### src/rtl/window_buffer_7x7_pkg.sv
// Shared pixel and window dimensions for the 7x7 sliding-window builder.
package window_buffer_7x7_pkg;
    localparam int PIXEL_W = 8;
    localparam int WIN     = 7;

    typedef logic [PIXEL_W-1:0] pixel_t;
endpackage

### src/rtl/window_row_shift7.sv
// One window row: a 7-deep enable-gated pixel shift register with synchronous clear.
// taps[0] is the oldest (leftmost) pixel, taps[WIN-1] the newest.
module window_row_shift7
    import window_buffer_7x7_pkg::*;
(
    input  logic                 clk,
    input  logic                 clr,
    input  logic                 en,
    input  pixel_t               din,
    output pixel_t [WIN-1:0]     taps
);

    always_ff @(posedge clk) begin
        if (clr) begin
            taps <= '0;
        end else if (en) begin
            taps <= {din, taps[WIN-1:1]};
        end
    end

endmodule

### src/rtl/window_buffer_7x7.sv
// 7x7 sliding window fed one vertical column per valid cycle; flags in-row windows
// and pulses progress_done_o on the frame's final window.
module window_buffer_7x7
    import window_buffer_7x7_pkg::*;
#(
    parameter int COLS = 9,
    parameter int ROWS = 9
) (
    input  logic   clk,
    input  logic   rst,
    input  logic   done_i,
    input  pixel_t S1_i,
    input  pixel_t S2_i,
    input  pixel_t S3_i,
    input  pixel_t S4_i,
    input  pixel_t S5_i,
    input  pixel_t S6_i,
    input  pixel_t S7_i,
    output pixel_t S1_o,  output pixel_t S2_o,  output pixel_t S3_o,  output pixel_t S4_o,
    output pixel_t S5_o,  output pixel_t S6_o,  output pixel_t S7_o,  output pixel_t S8_o,
    output pixel_t S9_o,  output pixel_t S10_o, output pixel_t S11_o, output pixel_t S12_o,
    output pixel_t S13_o, output pixel_t S14_o, output pixel_t S15_o, output pixel_t S16_o,
    output pixel_t S17_o, output pixel_t S18_o, output pixel_t S19_o, output pixel_t S20_o,
    output pixel_t S21_o, output pixel_t S22_o, output pixel_t S23_o, output pixel_t S24_o,
    output pixel_t S25_o, output pixel_t S26_o, output pixel_t S27_o, output pixel_t S28_o,
    output pixel_t S29_o, output pixel_t S30_o, output pixel_t S31_o, output pixel_t S32_o,
    output pixel_t S33_o, output pixel_t S34_o, output pixel_t S35_o, output pixel_t S36_o,
    output pixel_t S37_o, output pixel_t S38_o, output pixel_t S39_o, output pixel_t S40_o,
    output pixel_t S41_o, output pixel_t S42_o, output pixel_t S43_o, output pixel_t S44_o,
    output pixel_t S45_o, output pixel_t S46_o, output pixel_t S47_o, output pixel_t S48_o,
    output pixel_t S49_o,
    output logic   done_o,
    output logic   progress_done_o
);

    localparam int COL_W = (COLS > 1) ? $clog2(COLS) : 1;
    localparam int ROW_W = ((ROWS - 6) > 1) ? $clog2(ROWS - 6) : 1;

    logic [COL_W-1:0] col_cnt;
    logic [ROW_W-1:0] row_cnt;
    logic             col_last;
    logic             row_last;

    pixel_t           col_in [WIN];
    pixel_t [WIN-1:0] win    [WIN];

    assign col_in[0] = S1_i;
    assign col_in[1] = S2_i;
    assign col_in[2] = S3_i;
    assign col_in[3] = S4_i;
    assign col_in[4] = S5_i;
    assign col_in[5] = S6_i;
    assign col_in[6] = S7_i;

    for (genvar r = 0; r < WIN; r++) begin : g_row
        window_row_shift7 u_row (
            .clk  (clk),
            .clr  (rst),
            .en   (done_i),
            .din  (col_in[r]),
            .taps (win[r])
        );
    end

    assign col_last = (col_cnt == COL_W'(COLS - 1));
    assign row_last = (row_cnt == ROW_W'(ROWS - 7));

    // A window is complete once the 7th column of the current row has been shifted in.
    always_ff @(posedge clk) begin
        if (rst) begin
            col_cnt         <= '0;
            row_cnt         <= '0;
            done_o          <= 1'b0;
            progress_done_o <= 1'b0;
        end else if (done_i) begin
            done_o          <= (col_cnt >= COL_W'(WIN - 1));
            progress_done_o <= col_last && row_last;
            if (col_last) begin
                col_cnt <= '0;
                row_cnt <= row_last ? '0 : row_cnt + ROW_W'(1);
            end else begin
                col_cnt <= col_cnt + COL_W'(1);
            end
        end else begin
            done_o          <= 1'b0;
            progress_done_o <= 1'b0;
        end
    end

    assign S1_o  = win[0][0]; assign S2_o  = win[0][1]; assign S3_o  = win[0][2];
    assign S4_o  = win[0][3]; assign S5_o  = win[0][4]; assign S6_o  = win[0][5];
    assign S7_o  = win[0][6];
    assign S8_o  = win[1][0]; assign S9_o  = win[1][1]; assign S10_o = win[1][2];
    assign S11_o = win[1][3]; assign S12_o = win[1][4]; assign S13_o = win[1][5];
    assign S14_o = win[1][6];
    assign S15_o = win[2][0]; assign S16_o = win[2][1]; assign S17_o = win[2][2];
    assign S18_o = win[2][3]; assign S19_o = win[2][4]; assign S20_o = win[2][5];
    assign S21_o = win[2][6];
    assign S22_o = win[3][0]; assign S23_o = win[3][1]; assign S24_o = win[3][2];
    assign S25_o = win[3][3]; assign S26_o = win[3][4]; assign S27_o = win[3][5];
    assign S28_o = win[3][6];
    assign S29_o = win[4][0]; assign S30_o = win[4][1]; assign S31_o = win[4][2];
    assign S32_o = win[4][3]; assign S33_o = win[4][4]; assign S34_o = win[4][5];
    assign S35_o = win[4][6];
    assign S36_o = win[5][0]; assign S37_o = win[5][1]; assign S38_o = win[5][2];
    assign S39_o = win[5][3]; assign S40_o = win[5][4]; assign S41_o = win[5][5];
    assign S42_o = win[5][6];
    assign S43_o = win[6][0]; assign S44_o = win[6][1]; assign S45_o = win[6][2];
    assign S46_o = win[6][3]; assign S47_o = win[6][4]; assign S48_o = win[6][5];
    assign S49_o = win[6][6];

endmodule

### config.mk
export PLATFORM = sky130hd
export DESIGN_NAME = window_buffer_7x7
export DESIGN_NICKNAME = d
export VERILOG_FILES = /design/src/rtl/window_buffer_7x7_pkg.sv /design/src/rtl/window_row_shift7.sv /design/src/rtl/window_buffer_7x7.sv
export SDC_FILE = /design/constraint.sdc
export NUM_CORES = 1
export LEC_CHECK = 0
export ABC_AREA = 0
export CAP_MARGIN = 0
export CORE_MARGIN = 5
export CORE_UTILIZATION = 47
export DETAILED_ROUTE_END_ITERATION = 10
export GPL_ROUTABILITY_DRIVEN = 0
export GPL_TIMING_DRIVEN = 0
export PLACE_DENSITY = 0.92
export RECOVER_POWER = 50
export SYNTH_ARGS = -nofsm -noshare
export SYNTH_HDL_FRONTEND = slang
export SYNTH_HIERARCHICAL = 1
export SYNTH_SLANG_ARGS = --single-unit
### constraint.sdc
create_clock -name clk -period 1.6 [get_ports clk]
set_clock_uncertainty 0.1 [all_clocks]
set_input_delay 0.24 -clock clk [delete_from_list [all_inputs] [get_ports clk]]
set_output_delay 0.24 -clock clk [all_outputs]
set_load 0.01 [all_outputs]
Word level (Yosys, flattened, before mapping). Index checks and enable logic that the tools add are counted.

Bitwise gates (word level): 1. Order comparisons: 1. Reductions and logical operators: 3. Add/sub/neg operators: 2. Eq/ne operators: 2. Mux-type cells: 2.

Operators by type and width (count): adder 4 x 1 -> 4 bit (second input constant) (1); == test 4 bit (second input constant) (1); greater-or-equal comparator 4 x 3 -> 1 bit (second input constant) (1); 2-to-1 mux 4 bit (1); adder 2 x 1 -> 2 bit (second input constant) (1); == test 2 bit (second input constant) (1); 2-to-1 mux 2 bit (1); AND reduction 2 bit (1); OR reduction 2 bit (1); logical AND 1 bit (1); NOT 1 bit (1).

Register bits: 400. Word-level logic and storage cells: 64. Input port bits: 59. Output and inout port bits: 394.

Longest topological paths before layout. Gate-level depths: netlist of the first run.

Depth in word-level cells: 2. Mapped depth: 6.

Hierarchy. Netlist of the first run, hierarchy kept.

By module, submodules not included: window_row_shift7 (instances 7, cells each 180, area each 2014.4 sq um); window_buffer_7x7 (instances 1, cells each 38, area each 391.6 sq um).

Least setup slack after synthesis of the first run. OpenSTA, ideal clock, no wires.

Kind: register to register. Start point: register col_cnt[0]. End point: register row_cnt[1]. Setup slack: 0.257 ns. Arrival time: 1.177 ns. Setup time: 0.066 ns. Required time: 1.434 ns. Cell stages (with the launch flop): 7. Cells stage by stage: dfxtp_1 > inv_1 > ha_1 > and4b_1 > buf_6 > nand2b_4 > a21oi_2.

Word-level cells in the longest chain between the ends: 2.

Ends and longest elaborated chain: start: declaration (RTL line window_buffer_7x7.sv:39) `logic [COL_W-1:0] col_cnt;`; start signal: assignment (RTL line window_buffer_7x7.sv:82) `col_cnt <= col_cnt + COL_W'(1);`; == test 4 bit (RTL line window_buffer_7x7.sv:65) `assign col_last = (col_cnt == COL_W'(COLS - 1));`; AND reduction 2 bit (no line); end signal: assignment (RTL line window_buffer_7x7.sv:80) `row_cnt <= row_last ? '0 : row_cnt + ROW_W'(1);`; end: declaration (RTL line window_buffer_7x7.sv:40) `logic [ROW_W-1:0] row_cnt;`.

Every way passes these cells. A chain may end at the register's enable or synchronous reset.

==> results of run 1 <==
-- registers in the layout, indices dropped and copies added, names as in the netlist --
name              cells
col_cnt               4
done_o                1
g_row.u_row/taps    392
progress_done_o       1
row_cnt               2
-- cell type report --
cell class                 instances  area [µm²]
antenna                            1        2.50
buffer                            87         813
clock buffer                      68        1320
clock inverter                     6        61.3
fill                            2287        9850
inverter                           2        7.51
multi-input combinational        809        5590
sequential                       400        8010
tap                              396         495
timing repair buffer             487        4360
-- final timing paths --
kind | start | to | slack (ns) | cells after the start
max | done_i | g_row[4].u_row/taps[19] | 0.02 | 6
min | done_i | g_row[1].u_row/taps[55] | 0.02 | 3
max reg2reg | col_cnt[0] | row_cnt[0] | 0.16 | 6
min reg2reg | g_row[3].u_row/taps[1] | g_row[3].u_row/taps[1] | 0.39 | 2
-- synthesized netlist by cell type, types with 2 or more instances --
| cell type | n | area (µm²) |
|---|---|---|
| buf_1 | 21 | 78.8 |
| buf_12 | 28 | 561 |
| buf_2 | 8 | 40.0 |
| buf_4 | 7 | 52.6 |
| buf_6 | 9 | 101 |
| clkbuf_1 | 14 | 52.6 |
| dfxtp_1 | 400 | 8010 |
| ha_1 | 3 | 37.5 |
| inv_1 | 2 | 7.51 |
| mux2i_1 | 394 | 3940 |
| nor2_1 | 396 | 1490 |
| nor3_1 | 3 | 15.0 |
| xor2_1 | 2 | 17.5 |
-- per-layer routing --
metal,up-vias,routed length [µm],track usage [%]
met2,421,21500,42.6
li1,5385,-,-
met4,0,2270,11.3
met5,-,0,0.143
met3,123,3220,6.31
met1,5349,15900,26.0
-- per-stage QoR --
step	instances	area, µm²	hold WS (ns)
2_1_floorplan	1298	14500	0.287
5_1_grt	2255	20700	0.00922
3_5_place_dp	2144	19500	0.373
6_report	2256	20700	0.0199
3_3_place_gp	2144	19500	0.361
4_1_cts	2253	20800	0.00436
-- logic make-up (layout without fill, tap and decap cells) --
group	after synthesis	in the layout	share of synthesized area (%)
AND/OR/NAND/NOR	407	407	10.8
flip-flops	400	400	55.3
multiplexers	394	394	27.2
buffers and inverters	89	650	6.16
adder cells (fa/ha/maj)	3	3	0.259
XOR/XNOR	3	3	0.181
AO/OA/AOI/OAI	2	2	0.112
other	0	1	0
-- layout by cell type, fill, tap and decap left out, drive strengths merged --
cell type / count
clkdlybuf4s15: 20
nand2b: 1
nand4b: 1
nor3: 3
nand2: 1
and4b: 1
buf: 62
diode: 1
ha: 3
nand3b: 1
inv: 3
clkinvlp: 1
o21a: 1
xnor2: 1
mux2i: 394
xor2: 2
clkinv: 3
nor4b: 1
nor3b: 1
nand4: 1
clkdlybuf4s50: 56
dlygate4sd3: 35
dlygate4sd2: 363
nor2: 396
dfxtp: 400
bufinv: 1
a21oi: 1
clkbuf: 106
-- report_power, final --
| group | internal [mW] | switching (mW) | leakage (nW) | total (mW) |
|---|---|---|---|---|
| combinational | 0.807 | 0.794 | 6.78 | 1.60 |
| sequential | 10.1 | 0.158 | 3.24 | 10.3 |
| clock | 5.78 | 3.78 | 0.680 | 9.55 |
-- worst max-delay path, delay by kind of cell --
kind                   cells  cell delay (ns)
muxes                      1             0.26
and+or+nand+nor            1             0.06
buffers and inverters      4             1.29
-- what timing repair did --
item                                    4_1_cts  5_1_grt
resized for setup                           414       30
hold buffers                                 35        0
setup buffers                                 0        2
endpoints found under the setup margin      394       29
hold endpoints to repair                     75        0
==> flow_metrics.env, run 1 <==
export IMPL_clock_path_buffers=3
export IMPL_power_density_nw_per_um2=1040
export IMPL_clk_latency_ns=0.51
export IMPL_yosys_warnings=6
export IMPL_avgSynthCellArea_um2=11.2
export IMPL_end_kind="flip-flop"
export IMPL_grt_pass1_vias=11900
export IMPL_routed_wl_mm=42.9
export IMPL_ys_seq_area_share_pct=55.3
export IMPL_worstSetupPathType="input port to flip-flop"
export IMPL_cp_cell_sequence="dlygate4sd3_1 > buf_8 > clkbuf_1 > buf_12 > mux2i_1 > nor2_1"
export IMPL_synthDistinctLibCells=24
export IMPL_route_detailed_drc=0
export IMPL_async_flop_share_pct=0
export IMPL_grt_max_degree=14
export IMPL_grt_util_all_layers_pct=23.7
export IMPL_core_area_um2=30500
export IMPL_area_growth_pct=42.6
export IMPL_maxSlewViolCount=0
export IMPL_drt_iter0_drc=412
export IMPL_dr_total_vias=11300
export IMPL_initial_utilization_pct=47.5
export IMPL_clk_pin_slew_ns=0.06
export IMPL_synth_flop_cell="dfxtp_1"
export IMPL_status="completed"
export IMPL_grt_ovfl_total=0
export IMPL_cp_start_kind="input port"
export IMPL_tightestPinTransition_ns=0.710
export IMPL_rsz0062_at_grt="no"
export IMPL_drt_pass1_iterations=5
export IMPL_worst_ep_arrival_time_ns=1.86
export IMPL_synth_cells=1298
export IMPL_p_total_mw=21.5
export IMPL_antenna_found_initial=0
export IMPL_drv_cap=0
export IMPL_cp_required_ns=1.88
export IMPL_fmax_ghz=0.633
export IMPL_slowest_delay_ns=0.64
export IMPL_grt_pass1_wl_mm=65.6
export IMPL_period_minus_slack_ns=1.58
export IMPL_hp_class="input port to flip-flop"
export IMPL_leakage_nw=10.7
export IMPL_numCtsBuffers=41
export IMPL_detail_route_wl_per_cell_um=19.0
export IMPL_nNetsFinal=1890
export IMPL_die_width_um=186
export IMPL_drtAntennaViolNets=0
export IMPL_num_rows=64
export IMPL_synth_seq_cells=400
export IMPL_max_vdd_ir_drop_mv=0.823
export IMPL_setup_viol=0
export IMPL_period_share_pct=98.7
export IMPL_utilization_pct=67.7
export IMPL_synth_edf_count=0
export IMPL_dp_slack_ns=0.180
export IMPL_ioPinCount=453
export IMPL_critPathMaxFanout=14
export IMPL_via_per_inst=5.00
export IMPL_io_buffers=450
export IMPL_numClockSinks=400
export IMPL_slew_headroom_pct=52.7
export IMPL_dieHeight_um=186
export IMPL_root_buffer="clkbuf_16"
export IMPL_finalHoldViolCount=0
export IMPL_dp_hpwl_mm=30.4
export IMPL_syn_nets=1360
export IMPL_fin_ws_ns=0.0203
export IMPL_tns_ns=0
export IMPL_slowest_stage="dlygate4sd3_1"
export IMPL_syn_area_um2=14500
export IMPL_dieArea_um2=34400
export IMPL_drive_gt1_share_pct=6.99
export IMPL_tritoncts="done"
export IMPL_htreeDepth=2
Power figures use the tool's default switching activity.
==> inputs of run 2 (changes only) <==
--- a/config.mk
+++ b/config.mk
@@ -7,12 +7,13 @@
 export LEC_CHECK = 0
 export ABC_AREA = 0
 export CAP_MARGIN = 0
-export CORE_MARGIN = 5
-export CORE_UTILIZATION = 47
+export CORE_AREA = 5 5 174 176
 export DETAILED_ROUTE_END_ITERATION = 10
+export DIE_AREA = 0 0 179 181
+export DONT_BUFFER_PORTS = 1
 export GPL_ROUTABILITY_DRIVEN = 0
 export GPL_TIMING_DRIVEN = 0
-export PLACE_DENSITY = 0.92
+export PLACE_DENSITY = 0.77
 export RECOVER_POWER = 50
 export SYNTH_ARGS = -nofsm -noshare
 export SYNTH_HDL_FRONTEND = slang
==> flow_metrics.env, run 2 (synthesis results as in run 1) <==
export IMPL_status="completed"
export IMPL_max_vdd_ir_drop_mv=0.954
export IMPL_num_rows=62
export IMPL_ioPinCount=453
export IMPL_slowest_delay_ns=0.59
export IMPL_numCtsBuffers=40
export IMPL_initial_utilization_pct=50.9
export IMPL_dp_hpwl_mm=25.5
export IMPL_routed_wl_mm=38.4
export IMPL_antenna_found_initial=0
export IMPL_cp_required_ns=1.90
export IMPL_drt_iter0_drc=425
export IMPL_fin_ws_ns=0.0219
export IMPL_maxSlewViolCount=0
export IMPL_tns_ns=0
export IMPL_grt_pass1_vias=10300
export IMPL_n_antenna_cell=0
export IMPL_worst_ep_arrival_time_ns=1.87
export IMPL_regMostFlops="g_row.u_row/taps"
export IMPL_post_cts_buffers=0
export IMPL_critPathMaxFanout=15
export IMPL_root_buffer="clkbuf_16"
export IMPL_slowest_stage="dlygate4sd3_1"
export IMPL_worstSetupPathType="input port to flip-flop"
export IMPL_final_cell_mix="dfxtp_1, nor2_1, mux2i_1, dlygate4sd3_1, clkbuf_16"
export IMPL_layout_commonest_cell="dfxtp_1"
export IMPL_dr_total_vias=9862
export IMPL_htreeDepth=2
export IMPL_area_growth_pct=21.4
export IMPL_clk_latency_ns=0.51
export IMPL_seqCellArea_um2=8010
export IMPL_io_buffers=0
export IMPL_tritoncts="done"
export IMPL_rsz0062_at_grt="no"
export IMPL_slew_headroom_pct=51.6
export IMPL_multi_input_area_um2=5590
export IMPL_top_regs="g_row.u_row/taps: 392 flops, col_cnt: 4 flops, row_cnt: 2 flops"
export IMPL_hp_class="input port to flip-flop"
export IMPL_tightestPinTransition_ns=0.725
export IMPL_setup_viol=0
export IMPL_numClockSinks=400
export IMPL_clock_path_buffers=3
export IMPL_period_minus_slack_ns=1.58
export IMPL_dp_slack_ns=0.185
export IMPL_dieHeight_um=181
export IMPL_via_per_inst=5.23
export IMPL_fillCellCount=2190
export IMPL_clk_pin_slew_ns=0.06
export IMPL_dieArea_um2=32400
export IMPL_cp_cell_sequence="dlygate4sd3_1 > buf_6 > mux2i_1 > dlygate4sd3_1 > nor2_1"
export IMPL_cp_start_kind="input port"
export IMPL_leakage_nw=7.85
export IMPL_cpMostUsedCell="dlygate4sd3_1"
export IMPL_drtAntennaViolNets=0
export IMPL_die_width_um=179
export IMPL_grt_util_all_layers_pct=22.4
export IMPL_drv_cap=0
export IMPL_fmax_ghz=0.634
export IMPL_largest_register_ffs=392
export IMPL_end_kind="flip-flop"
export IMPL_grt_ovfl_total=0
export IMPL_core_area_um2=28500
export IMPL_grt_max_degree=16
export IMPL_nNetsFinal=1533
export IMPL_finalHoldViolCount=0
export IMPL_drive_gt1_share_pct=7.67
export IMPL_power_density_nw_per_um2=1220
export IMPL_detail_route_wl_per_cell_um=20.4
export IMPL_grt_pass1_wl_mm=58.7
export IMPL_drt_pass1_iterations=5
export IMPL_period_share_pct=98.6
export IMPL_route_detailed_drc=0
-- run 2: cell count changes in the layout (fill, tap and decap cells not counted), sizes merged --
cell           previous run  this run
clkdlybuf4s50            56         0
clkdlybuf4s15            20         0
diode                     1         0
clkinvlp                  1         3
dlygate4sd3              35       132
buf                      62        65
dlygate4sd2             363         0
clkinv                    3         6
clkbuf                  106        77
dlymetal6s2s              0         1
bufinv                    1         4
-- run 2: timing repair --
action | 4_1_cts | 5_1_grt
gates resized for setup | 0 | 1
endpoints found under the hold margin | 112 | 0
hold buffers | 132 | 0
setup endpoints to repair | 0 | 4
-- run 2: layout make-up --
type	count	share of cell area [%]
plain buffers	86	4.67
clock buffers	57	6.74
well taps	384	2.73
clock inverters	14	1.03
flip-flops and latches	400	45.5
repair buffers	132	7.51
inverters	2	0.0427
multi-input cells	809	31.8
-- run 2: critical path, delay by kind of cell --
family                 cells  cell delay, ns
buffers and inverters      3            1.37
muxes                      1            0.21
and+or+nand+nor            1            0.05
-- run 2: metal layers --
metal | wire [µm] | GRT usage (%) | share of wire [%] | vias to the layer above
met5 | 0 | 0 | 0 | -
met4 | 1470 | 8.23 | 3.8 | 0
met3 | 4170 | 9.03 | 11 | 85
met2 | 19300 | 40.1 | 50 | 397
met1 | 13400 | 23.3 | 35 | 4702
li1 | - | - | - | 4678
-- run 2: stage by stage --
step / std cells / hold WS, ns / area (µm²) / power [mW] / util (%)
finish: 1884 / 0.00892 / 17600 / 21.4 / 61.8
global route: 1884 / 0.0214 / 17600 / 22.1 / 61.8
CTS: 1885 / 0.00156 / 17700 / 21.5 / 62.0
detailed placement: 1682 / 0.298 / 15000 / 11.7 / 52.6
global placement: 1682 / 0.290 / 15000 / 11.7 / 52.6
floorplan: 1298 / 0.287 / 14500 / 11.5 / -
-- run 2: worst paths after layout --
path	startpoint	endpoint	slack [ns]	cells after the start
setup / recovery	done_i	g_row[5].u_row/taps[48]	0.02	5
hold / removal	rst	g_row[6].u_row/taps[49]	0.009	2
setup reg to reg	col_cnt[1]	row_cnt[1]	0.15	6
hold reg to reg	row_cnt[0]	progress_done_o	0.40	1
-- run 2: power by group --
| part | total [mW] | switching (mW) | internal [mW] | leakage (nW) |
|---|---|---|---|---|
| Sequential | 10.4 | 0.292 | 10.1 | 3.24 |
| Combinational | 1.34 | 0.633 | 0.705 | 3.94 |
| Clock | 9.62 | 3.81 | 5.81 | 0.669 |
